File: config.mk
export PLATFORM = sky130hd
export DESIGN_NAME = sound_decoder
export DESIGN_NICKNAME = d
export VERILOG_FILES = /design/src/rtl/sound_decoder.sv
export SDC_FILE = /design/constraint.sdc
export NUM_CORES = 1
export LEC_CHECK = 0
export ABC_AREA = 0
export CAP_MARGIN = 5
export CORE_ASPECT_RATIO = 0.8
export CORE_UTILIZATION = 58
export CTS_BUF_LIST = sky130_fd_sc_hd__clkbuf_16
export DETAILED_ROUTE_END_ITERATION = 7
export PLACE_DENSITY_LB_ADDON = 0.2
export SYNTH_ARGS = -nofsm -noshare
export SYNTH_HDL_FRONTEND = slang
export SYNTH_SLANG_ARGS = --single-unit
File: constraint.sdc
create_clock -name clk -period 3.9 [get_ports clk]
set_clock_uncertainty 0.15 [all_clocks]
set_input_delay 0.585 -clock clk [delete_from_list [all_inputs] [get_ports clk]]
set_output_delay 0.585 -clock clk [all_outputs]
set_load 0.05 [all_outputs]
File: src/rtl/sound_decoder.sv
// Classifies 1-bit square-wave sound bursts into tick/eat/success/failure
// events by timing half-periods against a tick timebase and gaps against frames.
module sound_decoder (
  input  logic       clk,
  input  logic       rst,
  input  logic       vsync_pulse,
  input  logic       pwm_base,
  input  logic       audio,
  output logic       ev_valid,
  output logic [1:0] ev_code,
  output logic [3:0] ev_est,
  output logic       busy
);

  typedef enum logic {IDLE, ACTIVE} state_t;

  state_t     state_q, state_d;
  logic       vsync_q, pwm_q, audio_q;
  logic [4:0] tickCnt_q, tickCnt_d;
  logic [2:0] quiet_q, quiet_d;
  logic [3:0] firstEst_q, firstEst_d;
  logic       firstValid_q, firstValid_d;
  logic       rampSeen_q, rampSeen_d;
  logic       gapSeen_q, gapSeen_d;
  logic       edgeInFrame_q, edgeInFrame_d;
  logic       evValid_q, evValid_d;
  logic [1:0] evCode_q, evCode_d;
  logic [3:0] evEst_q, evEst_d;

  logic       frameEdge, tickEdge, audioEdge, edgeSeen, measValid;
  logic [4:0] cntMinus1;
  logic [3:0] measEst;
  logic [1:0] burstClass;

  assign frameEdge = vsync_pulse & ~vsync_q;
  assign tickEdge  = pwm_base & ~pwm_q;
  assign audioEdge = audio ^ audio_q;
  // An audio edge coincident with a frame edge belongs to the frame that is ending.
  assign edgeSeen  = edgeInFrame_q | audioEdge;
  assign measValid = (tickCnt_q != 5'd0) && (tickCnt_q <= 5'd16);
  assign cntMinus1 = tickCnt_q - 5'd1;
  assign measEst   = cntMinus1[3:0];

  always_comb begin
    burstClass = 2'd0;
    if (gapSeen_q) begin
      burstClass = (firstEst_q >= 4'd7) ? 2'd3 : 2'd2;
    end else if (rampSeen_q) begin
      burstClass = 2'd1;
    end
  end

  always_comb begin
    state_d       = state_q;
    tickCnt_d     = tickCnt_q;
    quiet_d       = quiet_q;
    firstEst_d    = firstEst_q;
    firstValid_d  = firstValid_q;
    rampSeen_d    = rampSeen_q;
    gapSeen_d     = gapSeen_q;
    edgeInFrame_d = edgeInFrame_q;
    evValid_d     = 1'b0;
    evCode_d      = evCode_q;
    evEst_d       = evEst_q;

    if (audioEdge) begin
      tickCnt_d = 5'd0;
    end else if (tickEdge && (tickCnt_q != 5'd31)) begin
      tickCnt_d = tickCnt_q + 5'd1;
    end

    case (state_q)
      IDLE: begin
        // Edges during the emitting cycle are swallowed, not burst starts.
        if (audioEdge && !evValid_q) begin
          state_d = ACTIVE;
        end
      end
      ACTIVE: begin
        if (audioEdge && measValid) begin
          if (!firstValid_q) begin
            firstEst_d   = measEst;
            firstValid_d = 1'b1;
          end else if (measEst != firstEst_q) begin
            rampSeen_d = 1'b1;
          end
        end
        if (frameEdge) begin
          edgeInFrame_d = 1'b0;
          if (edgeSeen) begin
            if (quiet_q >= 3'd2) begin
              gapSeen_d = 1'b1;
            end
            quiet_d = 3'd0;
          end else if (quiet_q == 3'd5) begin
            evValid_d     = 1'b1;
            evCode_d      = burstClass;
            evEst_d       = firstValid_q ? firstEst_q : 4'd0;
            state_d       = IDLE;
            tickCnt_d     = 5'd0;
            quiet_d       = 3'd0;
            firstEst_d    = 4'd0;
            firstValid_d  = 1'b0;
            rampSeen_d    = 1'b0;
            gapSeen_d     = 1'b0;
          end else begin
            quiet_d = quiet_q + 3'd1;
          end
        end else if (audioEdge) begin
          edgeInFrame_d = 1'b1;
        end
      end
      default: state_d = IDLE;
    endcase
  end

  always_ff @(posedge clk) begin
    if (rst) begin
      state_q       <= IDLE;
      vsync_q       <= 1'b0;
      pwm_q         <= 1'b0;
      audio_q       <= 1'b0;
      tickCnt_q     <= 5'd0;
      quiet_q       <= 3'd0;
      firstEst_q    <= 4'd0;
      firstValid_q  <= 1'b0;
      rampSeen_q    <= 1'b0;
      gapSeen_q     <= 1'b0;
      edgeInFrame_q <= 1'b0;
      evValid_q     <= 1'b0;
      evCode_q      <= 2'd0;
      evEst_q       <= 4'd0;
    end else begin
      state_q       <= state_d;
      vsync_q       <= vsync_pulse;
      pwm_q         <= pwm_base;
      audio_q       <= audio;
      tickCnt_q     <= tickCnt_d;
      quiet_q       <= quiet_d;
      firstEst_q    <= firstEst_d;
      firstValid_q  <= firstValid_d;
      rampSeen_q    <= rampSeen_d;
      gapSeen_q     <= gapSeen_d;
      edgeInFrame_q <= edgeInFrame_d;
      evValid_q     <= evValid_d;
      evCode_q      <= evCode_d;
      evEst_q       <= evEst_d;
    end
  end

  assign ev_valid = evValid_q;
  assign ev_code  = evCode_q;
  assign ev_est   = evEst_q;
  assign busy     = (state_q == ACTIVE);

endmodule

* Word-level counts from Yosys, hierarchy flattened
Index checks and enable logic that the tools add are counted.
** Storage, ports and cells
- Register bits after elaboration :: 27
- Input port bits :: 5
- Output and inout port bits :: 8
- Word-level logic and storage cells :: 84
** Operators by class
- Add/sub/neg operators :: 3
- $lt $le $gt $ge :: 3
- Equal/unequal tests :: 4
- Mux-type cells :: 38
- Bitwise gates (word level) :: 9
- Reductions and logical operators :: 13
** Operators with widths (number)
- 5-bit two-way mux :: 6
- 4-bit two-way mux :: 6
- 1-bit two-way mux :: 22
- 4-bit AND reduction :: 2
- 3-bit two-way mux :: 2
- 5-bit by 1-bit adder with 5-bit output (second input constant) :: 1
- 5-bit <= comparator (second input constant) :: 1
- 5-bit != test (second input constant) :: 1
- 1-bit NOT :: 5
- 5-bit nonzero test :: 1
- 4-bit by 3-bit greater-or-equal comparator with 1-bit output (second input constant) :: 1
- 1-bit logical AND :: 4
- 4-bit != test :: 1
- 2-bit AND reduction :: 2
- 2-bit nonzero test :: 2
- 4-bit OR reduction :: 1
- 4-bit by 1-bit subtractor with 4-bit output (second input constant) :: 1
- 3-bit by 1-bit adder with 3-bit output (second input constant) :: 1
- 3-bit == test (second input constant) :: 1
- 3-bit by 2-bit greater-or-equal comparator with 1-bit output (second input constant) :: 1
- 1-bit AND :: 2
- 2-bit two-way mux :: 1
- 2-bit by 1-bit != test with 1-bit output (second input constant) :: 1
- 1-bit case mux with 2 select lines :: 1
- other kinds (3) :: 3

* Depth between registers and ports, before layout
- Depth in word-level cells :: 9
- Depth in mapped cells :: 7
- Mapped depth without buffers :: 7

* Least setup slack after synthesis
OpenSTA, ideal clock, no wires.
- Path type :: reg2reg
- Start point :: register state_q, in the netlist busy
- End point :: register firstEst_q[3]
- Setup time :: 0.121 ns
- Data arrival time :: 1.720 ns
- Required time :: 3.629 ns
- Path slack :: 1.909 ns
- Cell stages (with the launch flop) :: 5
- Path buffers :: 0
- Clock period less this slack :: 1.991 ns
- Cells stage by stage :: dfxtp_1 -> nand3b_1 -> o41a_1 -> and2_0 -> mux2_2
** RTL lines
- start: declaration :: line 17 : state_t state_q, state_d;
- start signal: assignment :: line 134 : state_q <= state_d;
- end signal: assignment :: line 140 : firstEst_q <= firstEst_d;
- end: declaration :: line 21 : logic [3:0] firstEst_q, firstEst_d;

* Final worst setup path
- Start point :: input port audio
- End point :: register firstEst_q[3]
** Between the ends
- Longest elaborated chain between the ends :: 6
- Elaborated cells on any way between the ends :: 7
- Those cells by class :: 4 x mux; 2 x bitwise; 1 x reduce/logical
** Ends and longest elaborated chain
- start: declaration :: line 8 : input logic audio,
- 1-bit XOR (*) :: line 37 : assign audioEdge = audio ^ audio_q;
- 1-bit logical AND :: line 80 : if (audioEdge && measValid) begin
- 4-bit two-way mux :: line 80
- 4-bit two-way mux :: line 95 : end else if (quiet_q == 3'd5) begin
- 4-bit two-way mux :: line 90 : if (edgeSeen) begin
- 4-bit two-way mux (*) :: line 88 : if (frameEdge) begin
Every way passes the cells marked *; elsewhere a longest branch is shown, timed or not.
A chain may end at the register's enable or synchronous reset.

==> impl_metrics.env <==
export IMPL_synthTopCellsByArea="dfxtp_1, xor2_1, a22o_1, nor2_1, mux2i_1"
export IMPL_antenna_cells=0
export IMPL_min_to="ev_est[1]$_SDFFE_PP0P_"
export IMPL_grt_pass1_wl_um=3712
export IMPL_numCtsBuffers=3
export IMPL_path_class="in2reg"
export IMPL_max_cap_viol_count=0
export IMPL_final_common_cell="dfxtp_1"
export IMPL_slew_violations=0
export IMPL_portBuffers=12
export IMPL_fillers=148
export IMPL_crit_chain="clkdlybuf4s50_1, xor2_1, nand2_1, nor3_4, mux2_2"
export IMPL_yosysUniqueCellTypes=38
export IMPL_cts_root_buf="clkbuf_16"
export IMPL_mostFrequentLayoutCells="dfxtp_1, clkdlybuf4s50_1, nor2_1"
export IMPL_worst_pin_slew_ps=795.6
export IMPL_drt_pass1_iterations=4
export IMPL_rrSetupSlack_ps=1740
export IMPL_rows=14
export IMPL_reg2reg_depth=4
export IMPL_area_delta_synth_final_pct=16.98
export IMPL_r2r_end="firstEst_q[3]$_SDFFE_PP0P_"
export IMPL_crit_required_ps=3900
export IMPL_syn_instance_count=124
export IMPL_seq_area_frac_synth=0.4472
export IMPL_setup_tns_final_ps=0
export IMPL_die_area_sq_um=2271
export IMPL_yosysTopAreaCellShare=0.4472
export IMPL_path_clk_slew_ps=60
export IMPL_die_h_um=42.83
export IMPL_clkSinkCount=27
export IMPL_register_area_sq_um=540.5
export IMPL_critPathCaptureType="register"
export IMPL_initial_core_util=0.6273
export IMPL_drtIter0Drc=14
export IMPL_postCtsHoldBufs=0
export IMPL_status="complete, no violations"
export IMPL_critPathTopFamily="XOR/XNOR gates"
export IMPL_clock_path_buffers=2
export IMPL_cts_tree="built"
export IMPL_drc=0
export IMPL_syn_nets=132
export IMPL_place_inst=156
export IMPL_hpwl_um=1653
export IMPL_p_per_area_nw_per_um2=399.0
export IMPL_via_count=912
export IMPL_grt_pass1_vias=865
export IMPL_finalHoldViolations=0
export IMPL_r2r_start="audio_q$_SDFF_PP0_"
export IMPL_ir_drop_uv=351.5
export IMPL_synth_compound_area_frac=0.1377
export IMPL_period_needed_ps=2651
export IMPL_drive_above_1_share=0.08088
export IMPL_yosys_area_top_type="dfxtp_1"
export IMPL_grt_max_degree=16
export IMPL_min_path_type="reg2reg"
export IMPL_ant_nets=0
export IMPL_synthMuxAreaShare=0.04244
export IMPL_synth_area_sq_um=1209
export IMPL_relSlewSlack=0.4678
export IMPL_routed_wl_um=2248
export IMPL_synth_xor_area_frac=0.07971
export IMPL_hp_start="ev_est[1]$_SDFFE_PP0P_"
export IMPL_nNetsFinal=145
export IMPL_instances_no_fill=160
export IMPL_grt_overflow_total=0
export IMPL_crit_path_start_kind="primary input"
export IMPL_p_leak_uw=0.0005428
export IMPL_clk_insertion_delay_late_ps=260
export IMPL_cts_resized_gates=0
export IMPL_timing_fmax_mhz=377.2
export IMPL_synth_fa_ha_area_frac=0.03106
export IMPL_grt_use_total=0.2281
export IMPL_multi_input_area_sq_um=625.6
export IMPL_syn_mean_instance_area_sq_um=9.747
export IMPL_cts_max_level=1
export IMPL_post_cts_buffers=0
export IMPL_cp_max_fo=11
export IMPL_finalCritPeriodShare=0.6797
export IMPL_critical_path_buf_inv_count=1
export IMPL_ios=13
export IMPL_preCtsSetupSlack_ps=1010
export IMPL_die_w_um=53.04
export IMPL_ys_async_sr_fraction=0
export IMPL_hold_depth=1
export IMPL_setup_viol=0
export IMPL_gp_congestion=0.7792
export IMPL_critPathMaxStageDelay_ps=640
export IMPL_rsz0062_at_grt="no"
export IMPL_wire_per_inst_um=14.05
export IMPL_floorplan_core_area_sq_um=1927
export IMPL_synth_main_ff_cell="dfxtp_1"
export IMPL_synth_top_family_by_area="simple AND/OR/NAND/NOR gates"
export IMPL_synth_edff_count=0
export IMPL_synth_simple_gate_area_frac=0.2267
export IMPL_critPathArrivalTime_ps=2650
export IMPL_synth_seq_cells=27
export IMPL_slowest_stage="xor2_1"
export IMPL_finalWorstSetupSlack_ps=1249
export IMPL_fin_util=0.7338
export IMPL_antenna_found_initial=0
export IMPL_via_per_inst=5.700
export IMPL_yosysWarnings=0
## layout make-up
class,instances,share of cell area
clock buffers,3,0.05310
clock inverters,1,0.002655
inverters,5,0.01327
multi-input cells,88,0.4425
flip-flops and latches,27,0.3823
well taps,24,0.02124
repair buffers,12,0.08496
## Yosys cell counts, types with 3 or more instances
cell type / count
a21oi_1: 7
a22o_1: 6
dfxtp_1: 27
ha_1: 3
inv_1: 5
mux2i_1: 4
nand2_1: 9
nand3b_1: 3
nor2_1: 11
nor2b_1: 3
xnor2_1: 4
xor2_1: 7
## cells by family after synthesis
group / count (synthesis)
adder cells (fa/ha/maj): 3
multiplexers: 5
AND/OR/NAND/NOR: 46
XOR/XNOR: 11
buffers and inverters: 9
AO/OA/AOI/OAI: 23
flip-flops: 27
## metal layers
metal | track usage | up-vias | routed length (um)
met3 | 0.07527 | 2 | 85
met5 | 0 | - | 0
met4 | 0.05789 | 0 | 9
met2 | 0.3747 | 24 | 1074
met1 | 0.2844 | 428 | 1078
li1 | - | 458 | -
## stage by stage
stage | power [uW] | hold WS [ps] | area (sq um)
2_1_floorplan | 332.3 | 308.4 | 1209
3_3_place_gp | 342.8 | 311.1 | 1335
3_5_place_dp | 345.3 | 321.6 | 1335
4_1_cts | 567.9 | 337.5 | 1414
5_1_grt | 587.9 | 353.2 | 1414
6_report | 564.1 | 329.1 | 1414
## worst max-delay path by stage
stage	from	to	slack [ps]	cells after the start
2_1_floorplan	busy$_SDFF_PP0_	firstEst_q[3]$_SDFFE_PP0P_	1910	4
3_3_place_gp	audio	firstEst_q[3]$_SDFFE_PP0P_	1090	5
3_5_place_dp	audio	firstEst_q[3]$_SDFFE_PP0P_	1010	5
4_1_cts	audio	firstEst_q[3]$_SDFFE_PP0P_	1280	5
5_1_grt	audio	firstEst_q[3]$_SDFFE_PP0P_	1160	5
6_report	audio	firstEst_q[3]$_SDFFE_PP0P_	1250	5
## state kept, by name (all words and copies together), names as in the netlist
signal / count
tickCnt_q: 5
ev_est: 4
firstEst_q: 4
quiet_q: 3
ev_code: 2
audio_q: 1
busy: 1
edgeInFrame_q: 1
ev_valid: 1
firstValid_q: 1
gapSeen_q: 1
pwm_q: 1
rampSeen_q: 1
vsync_q: 1
## report_power, final
group          internal [uW]  switching (uW)  total [uW]
clock network            137            87.6         225
logic                   19.9            29.3        49.2
registers                282            8.40         290
total                    439             125         564
Power figures use the tool's default switching activity.
